<file path="config.mk">
export PLATFORM = sky130hd
export DESIGN_NAME = radix_op_router
export DESIGN_NICKNAME = d
export VERILOG_FILES = /design/src/rtl/radix_op_router.sv
export SDC_FILE = /design/constraint.sdc
export NUM_CORES = 1
export LEC_CHECK = 0
export CAP_MARGIN = 5
export CORE_UTILIZATION = 35
export CTS_CLUSTER_SIZE = 16
export DETAILED_ROUTE_END_ITERATION = 8
export REMOVE_ABC_BUFFERS = 1
export SETUP_SLACK_MARGIN = 0.5
export SLEW_MARGIN = 15
export SYNTH_ARGS = -nofsm -noshare
export SYNTH_HDL_FRONTEND = slang
export SYNTH_SLANG_ARGS = --single-unit
</file>
<file path="constraint.sdc">
create_clock -name clk -period 2.44 [get_ports clk]
set_input_delay 0.488 -clock clk [delete_from_list [all_inputs] [get_ports clk]]
set_output_delay 0.488 -clock clk [all_outputs]
set_load 0.05 [all_outputs]
</file>
<file path="src/rtl/radix_op_router.sv">
// Routes one arithmetic op to a base-2/10/12 engine model and reports it after the engine/family latency.
// Single outstanding op: start is taken only while not busy; done pulses one cycle with the result.
module radix_op_router #(
  parameter int unsigned B2_LAT_BIN  = 1,
  parameter int unsigned B2_LAT_DEC  = 8,
  parameter int unsigned B2_LAT_DUO  = 6,
  parameter int unsigned B10_LAT_DEC = 1,
  parameter int unsigned B10_LAT_BIN = 6,
  parameter int unsigned B10_LAT_DUO = 6,
  parameter int unsigned B12_LAT_DUO = 1,
  parameter int unsigned B12_LAT_BIN = 6,
  parameter int unsigned B12_LAT_DEC = 8
) (
  input  logic        clk,
  input  logic        rst,
  input  logic        start,
  input  logic [1:0]  cond_sel,
  input  logic [3:0]  opcode,
  input  logic [15:0] op_a,
  input  logic [15:0] op_b,
  output logic        busy,
  output logic        done,
  output logic [31:0] result
);

  typedef enum logic [1:0] {ST_IDLE, ST_RUN, ST_DONE} state_t;

  localparam logic [1:0] FAM_BIN = 2'd0;
  localparam logic [1:0] FAM_DEC = 2'd1;
  localparam logic [1:0] FAM_DUO = 2'd2;
  localparam logic [1:0] FAM_BAD = 2'd3;

  // Zero latency still needs one cycle; oversized values saturate to the counter range.
  function automatic logic [15:0] clamp_lat(input int unsigned v);
    if (v == 0) return 16'd1;
    if (v > 32'd65535) return 16'hFFFF;
    return v[15:0];
  endfunction

  state_t      state_q, state_d;
  logic        busy_q, busy_d;
  logic        done_q, done_d;
  logic [31:0] result_q, result_d;
  logic [31:0] res_q, res_d;
  logic [15:0] cnt_q, cnt_d;
  logic [15:0] lat_q, lat_d;

  logic [1:0]  fam;
  logic [1:0]  eng;
  logic [15:0] lat_sel;
  logic [31:0] res_calc;

  always_comb begin
    fam = FAM_BAD;
    if (opcode <= 4'd2)      fam = FAM_BIN;
    else if (opcode <= 4'd5) fam = FAM_DEC;
    else if (opcode <= 4'd8) fam = FAM_DUO;
    eng = (cond_sel == 2'd3) ? fam : cond_sel;
  end

  always_comb begin
    lat_sel = 16'd1;
    if (fam != FAM_BAD) begin
      case (eng)
        2'd0:    lat_sel = (fam == FAM_BIN) ? clamp_lat(B2_LAT_BIN)
                         : (fam == FAM_DEC) ? clamp_lat(B2_LAT_DEC) : clamp_lat(B2_LAT_DUO);
        2'd1:    lat_sel = (fam == FAM_BIN) ? clamp_lat(B10_LAT_BIN)
                         : (fam == FAM_DEC) ? clamp_lat(B10_LAT_DEC) : clamp_lat(B10_LAT_DUO);
        default: lat_sel = (fam == FAM_BIN) ? clamp_lat(B12_LAT_BIN)
                         : (fam == FAM_DEC) ? clamp_lat(B12_LAT_DEC) : clamp_lat(B12_LAT_DUO);
      endcase
    end
  end

  // Every engine yields the same numeric answer; only the latency differs.
  always_comb begin
    case (opcode)
      4'd0, 4'd3, 4'd6: res_calc = 32'(op_a) + 32'(op_b);
      4'd1, 4'd4, 4'd7: res_calc = 32'(op_a) - 32'(op_b);
      4'd2:             res_calc = 32'(op_a) * 32'(op_b);
      4'd5:             res_calc = 32'(op_a) * 32'd10;
      4'd8:             res_calc = 32'(op_a) * 32'd3;
      default:          res_calc = 32'd0;
    endcase
  end

  always_comb begin
    state_d  = state_q;
    busy_d   = busy_q;
    done_d   = 1'b0;
    result_d = result_q;
    res_d    = res_q;
    cnt_d    = cnt_q;
    lat_d    = lat_q;
    case (state_q)
      ST_IDLE, ST_DONE: begin
        state_d = ST_IDLE;
        busy_d  = 1'b0;
        if (start) begin
          state_d = ST_RUN;
          busy_d  = 1'b1;
          cnt_d   = 16'd1;
          lat_d   = lat_sel;
          res_d   = res_calc;
        end
      end
      ST_RUN: begin
        if (cnt_q >= lat_q) begin
          state_d  = ST_DONE;
          busy_d   = 1'b0;
          done_d   = 1'b1;
          result_d = res_q;
        end else begin
          cnt_d = cnt_q + 16'd1;
        end
      end
      default: begin
        state_d = ST_IDLE;
        busy_d  = 1'b0;
      end
    endcase
  end

  always_ff @(posedge clk or negedge rst) begin
    if (!rst) begin
      state_q  <= ST_IDLE;
      busy_q   <= 1'b0;
      done_q   <= 1'b0;
      result_q <= 32'd0;
      res_q    <= 32'd0;
      cnt_q    <= 16'd0;
      lat_q    <= 16'd0;
    end else begin
      state_q  <= state_d;
      busy_q   <= busy_d;
      done_q   <= done_d;
      result_q <= result_d;
      res_q    <= res_d;
      cnt_q    <= cnt_d;
      lat_q    <= lat_d;
    end
  end

  assign busy   = busy_q;
  assign done   = done_q;
  assign result = result_q;

endmodule

</file>
Yosys cells after proc, flatten, opt, wreduce, memory -nomap -nowiden
Index checks and enable logic that the tools add are counted.
W data, S select, Z words.
- bits in registers: 100
- input bits: 41
- output and inout port bits: 34
- word-level logic and storage cells: 69
- add/subtract/negate cells: 3
- $mul: 3
- magnitude comparators: 4
- equal/unequal tests: 17
- multiplexer cells: 24
- reduce and logical (&&, ||, !) cells: 11
- operators with widths (operator ; count):
    $pmux W32 S5 ; 1
    $mul A16 B16 Y32 ; 1
    $mux W16 ; 2
    $pmux W16 S2 ; 1
    $mux W4 ; 5
    $mul A16 B3 Y19 const B ; 1
    $mul A16 B2 Y18 const B ; 1
    $add A16 B16 Y17 ; 1
    $sub A16 B16 Y17 ; 1
    $add A16 B1 Y16 const B ; 1
    $eq A4 B3 Y1 const B ; 4
    $ge A16 B16 Y1 ; 1
    $eq A4 B2 Y1 const B ; 2
    $mux W2 ; 4
    $ne A2 B2 Y1 const B ; 4
    $pmux W4 S2 ; 1
    $eq A2 B1 Y1 const B ; 3
    $logic_not A2 Y1 ; 3
    $mux W1 ; 6
    $mux W3 ; 2
    $reduce_or A3 Y1 ; 2
    $eq A2 B2 Y1 const B ; 2
    $eq A4 B1 Y1 const B ; 1
    $eq A4 B4 Y1 const B ; 1
    other kinds (10) ; 11

Longest topological paths before layout
Gate-level depths: netlist of the first run.
- word-level depth: 9
- depth in mapped cells: 24
- mapped depth without buffers: 23

Worst setup path before layout of the first run
OpenSTA, ideal clock, no wires.
- path type: input port to flip-flop
- from: input port op_a[5]
- to: register res_q[31]
- setup time: 0.124 ns
- data arrival time: 5.978 ns
- data required time: 2.316 ns
- slack: -3.662 ns
- stages: 23
- path buffers: 2
- cells stage by stage: clkbuf_1 -> nand2_1 -> fa_1 -> inv_1 -> fa_1 -> inv_1 -> fa_1 -> inv_1 -> fa_1 -> fa_1 -> inv_1 -> fa_1 -> inv_1 -> ha_1 -> clkbuf_1 -> a21o_1 -> a211oi_1 -> o221ai_1 -> o21ba_2 -> o31ai_1 -> a211oi_1 -> xnor2_1 -> o21ai_1
- cells in the longest elaborated chain, start to end: 2
- elaborated cells on any way between the ends: 3
- classes of those cells: 1 x add/sub; 1 x mul; 1 x mux
- RTL lines (element ; line ; text):
    from (decl) ; 19 ; input logic [15:0] op_a,
    $mul A16 B16 Y32 / $sub A16 B16 Y17 (equally long branches) ; 80, 79 ;
    $pmux W32 S5 * ; 77 ; case (opcode)
    to (signal assigned) ; 138 ; res_q <= res_d;
    to (decl) ; 44 ; logic [31:0] res_q, res_d;
Mark *: on every way between the ends. The rest lies on a longest branch, timed or not.
A chain may end at the register's enable or synchronous reset.

Final worst setup path of the first run
- from: input port op_b[4]
- to: register res_q[17]
- cells in the longest elaborated chain, start to end: 2
- elaborated cells on any way between the ends: 3
- classes of those cells: 1 x add/sub; 1 x mul; 1 x mux
- RTL lines (element ; line ; text):
    from (decl) ; 20 ; input logic [15:0] op_b,
    $mul A16 B16 Y32 / $sub A16 B16 Y17 (equally long branches) ; 80, 79 ;
    $pmux W32 S5 * ; 77 ;
Marks and branches as above.

==> flow_summary.ini, run 1 <==
[outcome]
status = finished with violations
violations = setup timing

[logic_synthesis]
async_flop_share = 1.00
synthTopCellsByArea = fa_1 26%, ha_1 15%, dfrtp_1 14%
ys_ff_latch = 86
synth.largest_area_cell = fa_1
synth_edf_count = 0
synth_top_area_frac = 0.257
syn-cell-area_mm2 = 0.0154
ys_seq_area_frac = 0.140
syn_area_per_cell_um2 = 8.46
syn-instance-count = 1822
synth-main-ff-cell = dfrtp_1
synth_warnings = 0
yosysUniqueCellTypes = 82

[final_layout]
drive_gt1_frac = 0.338
layout_common_cells = 369 x buf_4, 244 x inv_1, 240 x nand2_1
final_common_cell = buf_4
diodes = 0
nets = 2709
finalInstanceArea_mm2 = 0.0223
multiInputGateArea_mm2 = 0.0132
fillers = 4006
syn_to_final_growth_pct = 44.5
seq_area_mm2 = 0.00215
finish.utilization = 0.515

[place]
placed_cell_area_mm2 = 0.0196
dp_hpwl_um = 41600
port_buffers = 74
finalWeightedCongestion = 0.954

[sta]
finalHoldWorstSlack_ns = 0.152
rsz0062_at_grt = yes
fmax_ghz = 0.174
relSlewSlack = 0.574
period_share = 2.35
final-setup-viol-count = 29
fin_skew_ns = 0.00948
fin_ws_ns = -3.31
hold_viol = 0
slew_viol_final = 0
finalCriticalPeriod_ns = 5.75
worst_pin_slew_ns = 0.639

[power_and_ir_drop]
swShare = 0.486
p_leak_nw = 11.2
power.density_mw_per_mm2 = 1580
p_sw_mw = 17.1
intPower_mw = 18.2
comb_power_share = 0.893
p_total_mw = 35.3
clock_power_share = 0.045
pwr-share-seq = 0.063
vdd_drop_max_uv = 2250

[clock_network]
cts_sinks = 86
postCtsHoldBufs = 0
htreeDepth = 3
cts_max_path_buffers = 2
clk_pin_slew_ns = 0.07
numCtsBuffers = 9
insertion_delay_ns = 0.35
cts_tree = yes
root_buffer = clkbuf_16

[setup_path]
cp-end-kind = flip-flop
cp_max_fo = 5
critPathLaunchType = input port
arrival_ns = 5.98
r2r_start = lat_q[3]
worstPathRequired_ns = 2.68
startpoint = op_b[4]
crit_type = in -> reg

[drt]
drt-initial-drc-count = 832
drc_errors = 0
ant_nets = 0
detailroute.via_count = 14500
finalWirelength_um = 51700
wl_per_cell_um = 18.0
first_pass_iters = 5
avgViaCountPerCell = 5.06

[job]
cap_violations = 0

[die]
die_area_mm2 = 0.0449
pin_count = 75
die_w_um = 212
die_h_um = 212
row_count = 76
initial_core_util = 0.356
coreArea_mm2 = 0.0433

[global_route]
overflow = 0
grt_pass1_wl_um = 81400
grt_max_degree = 47
grtUsageTotal = 0.233
first_global_vias = 15000
antenna_found_initial = 0

[worst_hold_path]
worstHoldPathType = in -> async
[power by group through the flow]
stage | combinational [mW] | clock, mW | sequential, mW
6_report | 31.5 | 1.58 | 2.22
5_1_grt | 34.2 | 1.67 | 2.27
4_1_cts | 28.3 | 1.62 | 2.16
3_5_place_dp | 23.3 | 0 | 2.20
3_3_place_gp | 23.1 | 0 | 2.19
2_1_floorplan | 12.9 | 0 | 2.72
[worst max-delay path, cell delays in order]
cell and delay, ns:
buf_8 0.10, buf_8 0.13, and2_4 0.14, fa_1 0.55, inv_2 0.04, fa_1 0.48
fa_2 0.56, inv_2 0.04, fa_2 0.45, fa_1 0.56, inv_2 0.04, fa_1 0.55
inv_2 0.05, ha_4 0.23, a21o_1 0.17, a211oi_2 0.23, buf_4 0.16, buf_4 0.12
o2bb2ai_4 0.12, a31oi_2 0.05, xor2_1 0.19, a221o_1 0.32, a21oi_2 0.12, a21oi_1 0.08
[kinds of logic (layout without fill, tap and decap cells)]
family	Yosys count	count (layout)	share of synthesized area
compound gates	337	337	0.149
xor+xnor	57	57	0.0324
fa+ha+maj	383	383	0.407
buf+inv	362	830	0.0893
flops	86	86	0.140
mux	7	7	0.00463
simple gates	590	590	0.178
[sequential cells by signal, indices dropped and copies added, names as in the netlist]
register / cells
done: 1
result: 32
lat_q: 3
cnt_q: 16
state_q: 1
res_q: 32
busy: 1
[routing by layer]
metal	GRT usage	routed length (um)	up-vias
met5	0	0	-
met4	0.0475	867	0
met3	0.0211	1820	61
met2	0.398	25500	320
met1	0.319	23500	7243
li1	-	-	6910
[cell type report]
| type | count | area share |
|---|---|---|
| timing repair buffer | 529 | 0.212 |
| timing repair inverter | 2 | 0.00112 |
| multi-input combinational | 1374 | 0.594 |
| clock inverter | 6 | 0.00438 |
| inverter | 283 | 0.0484 |
| clock buffer | 10 | 0.0107 |
| tap | 585 | 0.0329 |
| sequential | 86 | 0.0966 |
[repair_timing]
item | CTS | global route
cloned | 3 | 5
pin swaps | 203 | 135
resized for setup | 413 | 165
setup buffers | 48 | 20
setup endpoints to repair | 109 | 48
[synthesized netlist by cell type, types with 5 or more instances]
cell type  number
nor2_1         90
nand4_1         9
xnor2_1        25
inv_1         280
o221ai_1        7
a211oi_1       18
nand3_1        13
dfrtp_1        86
o21bai_1        7
nand2_1       295
nor3_1         21
and2_1         90
o22ai_1         8
or2_1           5
buf_2           5
mux2i_1         6
nor2b_1        14
o21ai_1        34
nand2b_1       19
o211ai_1        7
a21oi_1        79
a31oi_1        17
a221oi_1       11
fa_1          198
o21ai_0        34
a221o_1         8
ha_1          185
or3_1           8
a21o_1         28
o31ai_1         8
xor2_1         32
clkbuf_1       72
o21a_1         12
a41oi_1         5
[path summary, 6_finish.rpt]
kind	end	slack, ns	depth (start not counted)
hold reg to reg	result[0]	0.47	2
min in group clk	result[0]	0.47	2
setup reg to reg	cnt_q[13]	0.41	10
max in group asynchronous	res_q[14]	1.64	2
hold / removal	result[10]	0.15	1
setup / recovery	res_q[17]	-3.31	24
[through the flow]
step           std cells  setup slack, ns  TNS (ns)
4_1_cts             2850            -3.25    -81.83
3_3_place_gp        2783            -4.34   -111.96
2_1_floorplan       1743            -3.48    -80.00
5_1_grt             2875            -3.48    -87.28
3_5_place_dp        2783            -4.34   -113.57
6_report            2875            -3.31    -82.95
(Power assumes the default switching activity.)
==> inputs of run 2 (changes only) <==
Clock period 2.44 ns to 4.9 ns, I/O delays scaled along.
==> flow_summary.ini, run 2 (synthesized netlist as in run 1, its figures left out) <==
[die]
pin_count = 75
die_area_mm2 = 0.0449
coreArea_mm2 = 0.0433
die_w_um = 212
die_h_um = 212
initial_core_util = 0.356
row_count = 76

[drt]
wl_per_cell_um = 18.5
first_pass_iters = 8
drt-initial-drc-count = 1111
detailroute.via_count = 13900
finalWirelength_um = 50000
met1_length_um = 22900
avgViaCountPerCell = 5.16
highest_layer = met4
ant_nets = 0
met2WireLength_um = 24200
wl_met3_um = 1880
drc_errors = 0

[setup_path]
cp-end-kind = flip-flop
critPathLaunchType = input port
cp_max_fo = 4
slowest_stage = fa_2
cpPeakStageDelay_ns = 0.59
crit_type = in -> reg
path_cells = buf_8, buf_16, buf_12, and2_1, fa_2, fa_2, fa_1, fa_2, fa_1, inv_2, fa_1, inv_2, ha_4, o2111ai_4, or2_1, buf_4, o21ba_4, o311ai_4, a21oi_2, xor2_1, o21ai_1
worstPathRequired_ns = 5.12
arrival_ns = 6.36

[global_route]
first_global_vias = 14700
grtUsageTotal = 0.231
grt_max_degree = 54
antenna_found_initial = 0
grt_pass1_wl_um = 80800
overflow = 0

[final_layout]
seq_area_mm2 = 0.00215
layout_common_cells = 290 x nand2_1, 246 x inv_1, 185 x buf_4
finalInstanceArea_mm2 = 0.0206
syn_to_final_growth_pct = 33.9
diodes = 0
stdcell_count = 2699
drive_gt1_frac = 0.248
nets = 2533
fillers = 4148
final_common_cell = nand2_1
multiInputGateArea_mm2 = 0.0129

[sta]
hold_viol = 0
period_share = 1.25
worst_pin_slew_ns = 0.979
final-setup-viol-count = 26
finalCriticalPeriod_ns = 6.14
slew_viol_final = 0
fmax_ghz = 0.163
fin_skew_ns = 0.0104
relSlewSlack = 0.347
fin_ws_ns = -1.24
rsz0062_at_grt = yes

[place]
port_buffers = 74
dp_hpwl_um = 38700
finalWeightedCongestion = 0.942
placedCellCount = 2605
pre_cts_ws_ns = -2.43
placed_cell_area_mm2 = 0.0182

[outcome]
violations = setup timing
status = finished with violations

[clock_network]
postCtsHoldBufs = 0
cts_tree = yes
clk_pin_slew_ns = 0.06
cts_sinks = 86
cts_max_path_buffers = 2
insertion_delay_ns = 0.35
numCtsBuffers = 9
htreeDepth = 3
root_buffer = clkbuf_16

[worst_hold_path]
worstHoldPathType = reg -> reg

[job]
cap_violations = 0
-- run 2: cell type report --
class / count / area share
inverter: 283 / 0.0519
clock inverter: 6 / 0.00455
timing repair buffer: 355 / 0.168
tap: 585 / 0.0355
clock buffer: 10 / 0.0111
sequential: 86 / 0.104
multi-input combinational: 1374 / 0.624
-- run 2: path summary, 6_finish.rpt --
kind                            startpoint    endpoint  slack [ns]  cells after the start
worst max-delay path               op_a[5]   res_q[29]       -1.24                     21
worst min-delay path              res_q[9]   result[9]        0.47                      2
worst max register to register    cnt_q[3]  result[10]        2.04                      8
worst min register to register    res_q[9]   result[9]        0.47                      2
max in group asynchronous              rst   cnt_q[10]        3.25                      2
min in group asynchronous              rst   result[8]        0.60                      1
-- run 2: routing by layer --
metal	GRT usage	vias to the layer above
li1	-	6543
met1	0.318	7018
met2	0.392	315
met3	0.0227	59
met4	0.0515	0
met5	0	-
-- run 2: what timing repair did --
item                                    in CTS  in global routing
endpoints found under the setup margin      28                 28
setup buffers                               63                  7
gates cloned                                 8                  0
gates resized for setup                    415                 50
pin swaps                                  184                 54
-- run 2: stage by stage --
| stage | setup TNS, ns | hold WS (ns) | utilization |
|---|---|---|---|
| 2_1_floorplan | -26.72 | 0.439 | - |
| 4_1_cts | -25.22 | 0.475 | 0.470 |
| 6_report | -25.80 | 0.468 | 0.477 |
| 5_1_grt | -29.97 | 0.496 | 0.477 |
| 3_3_place_gp | -53.77 | 0.452 | 0.421 |
| 3_5_place_dp | -54.93 | 0.458 | 0.421 |
-- run 2: worst max-delay path: cells and delay by family --
| family | cells | cell delay (ns) |
|---|---|---|
| adders and majority gates | 7 | 3.36 |
| AOI/OAI and AO/OA | 5 | 0.82 |
| xor gates and xnor gates | 1 | 0.15 |
| and+or+nand+nor | 2 | 0.42 |
| buffers and inverters | 6 | 0.61 |
Power of run 2 is left out: the tool's default activity adds up to more than one toggle a clock period on the data nets, which glitch-free logic cannot reach.
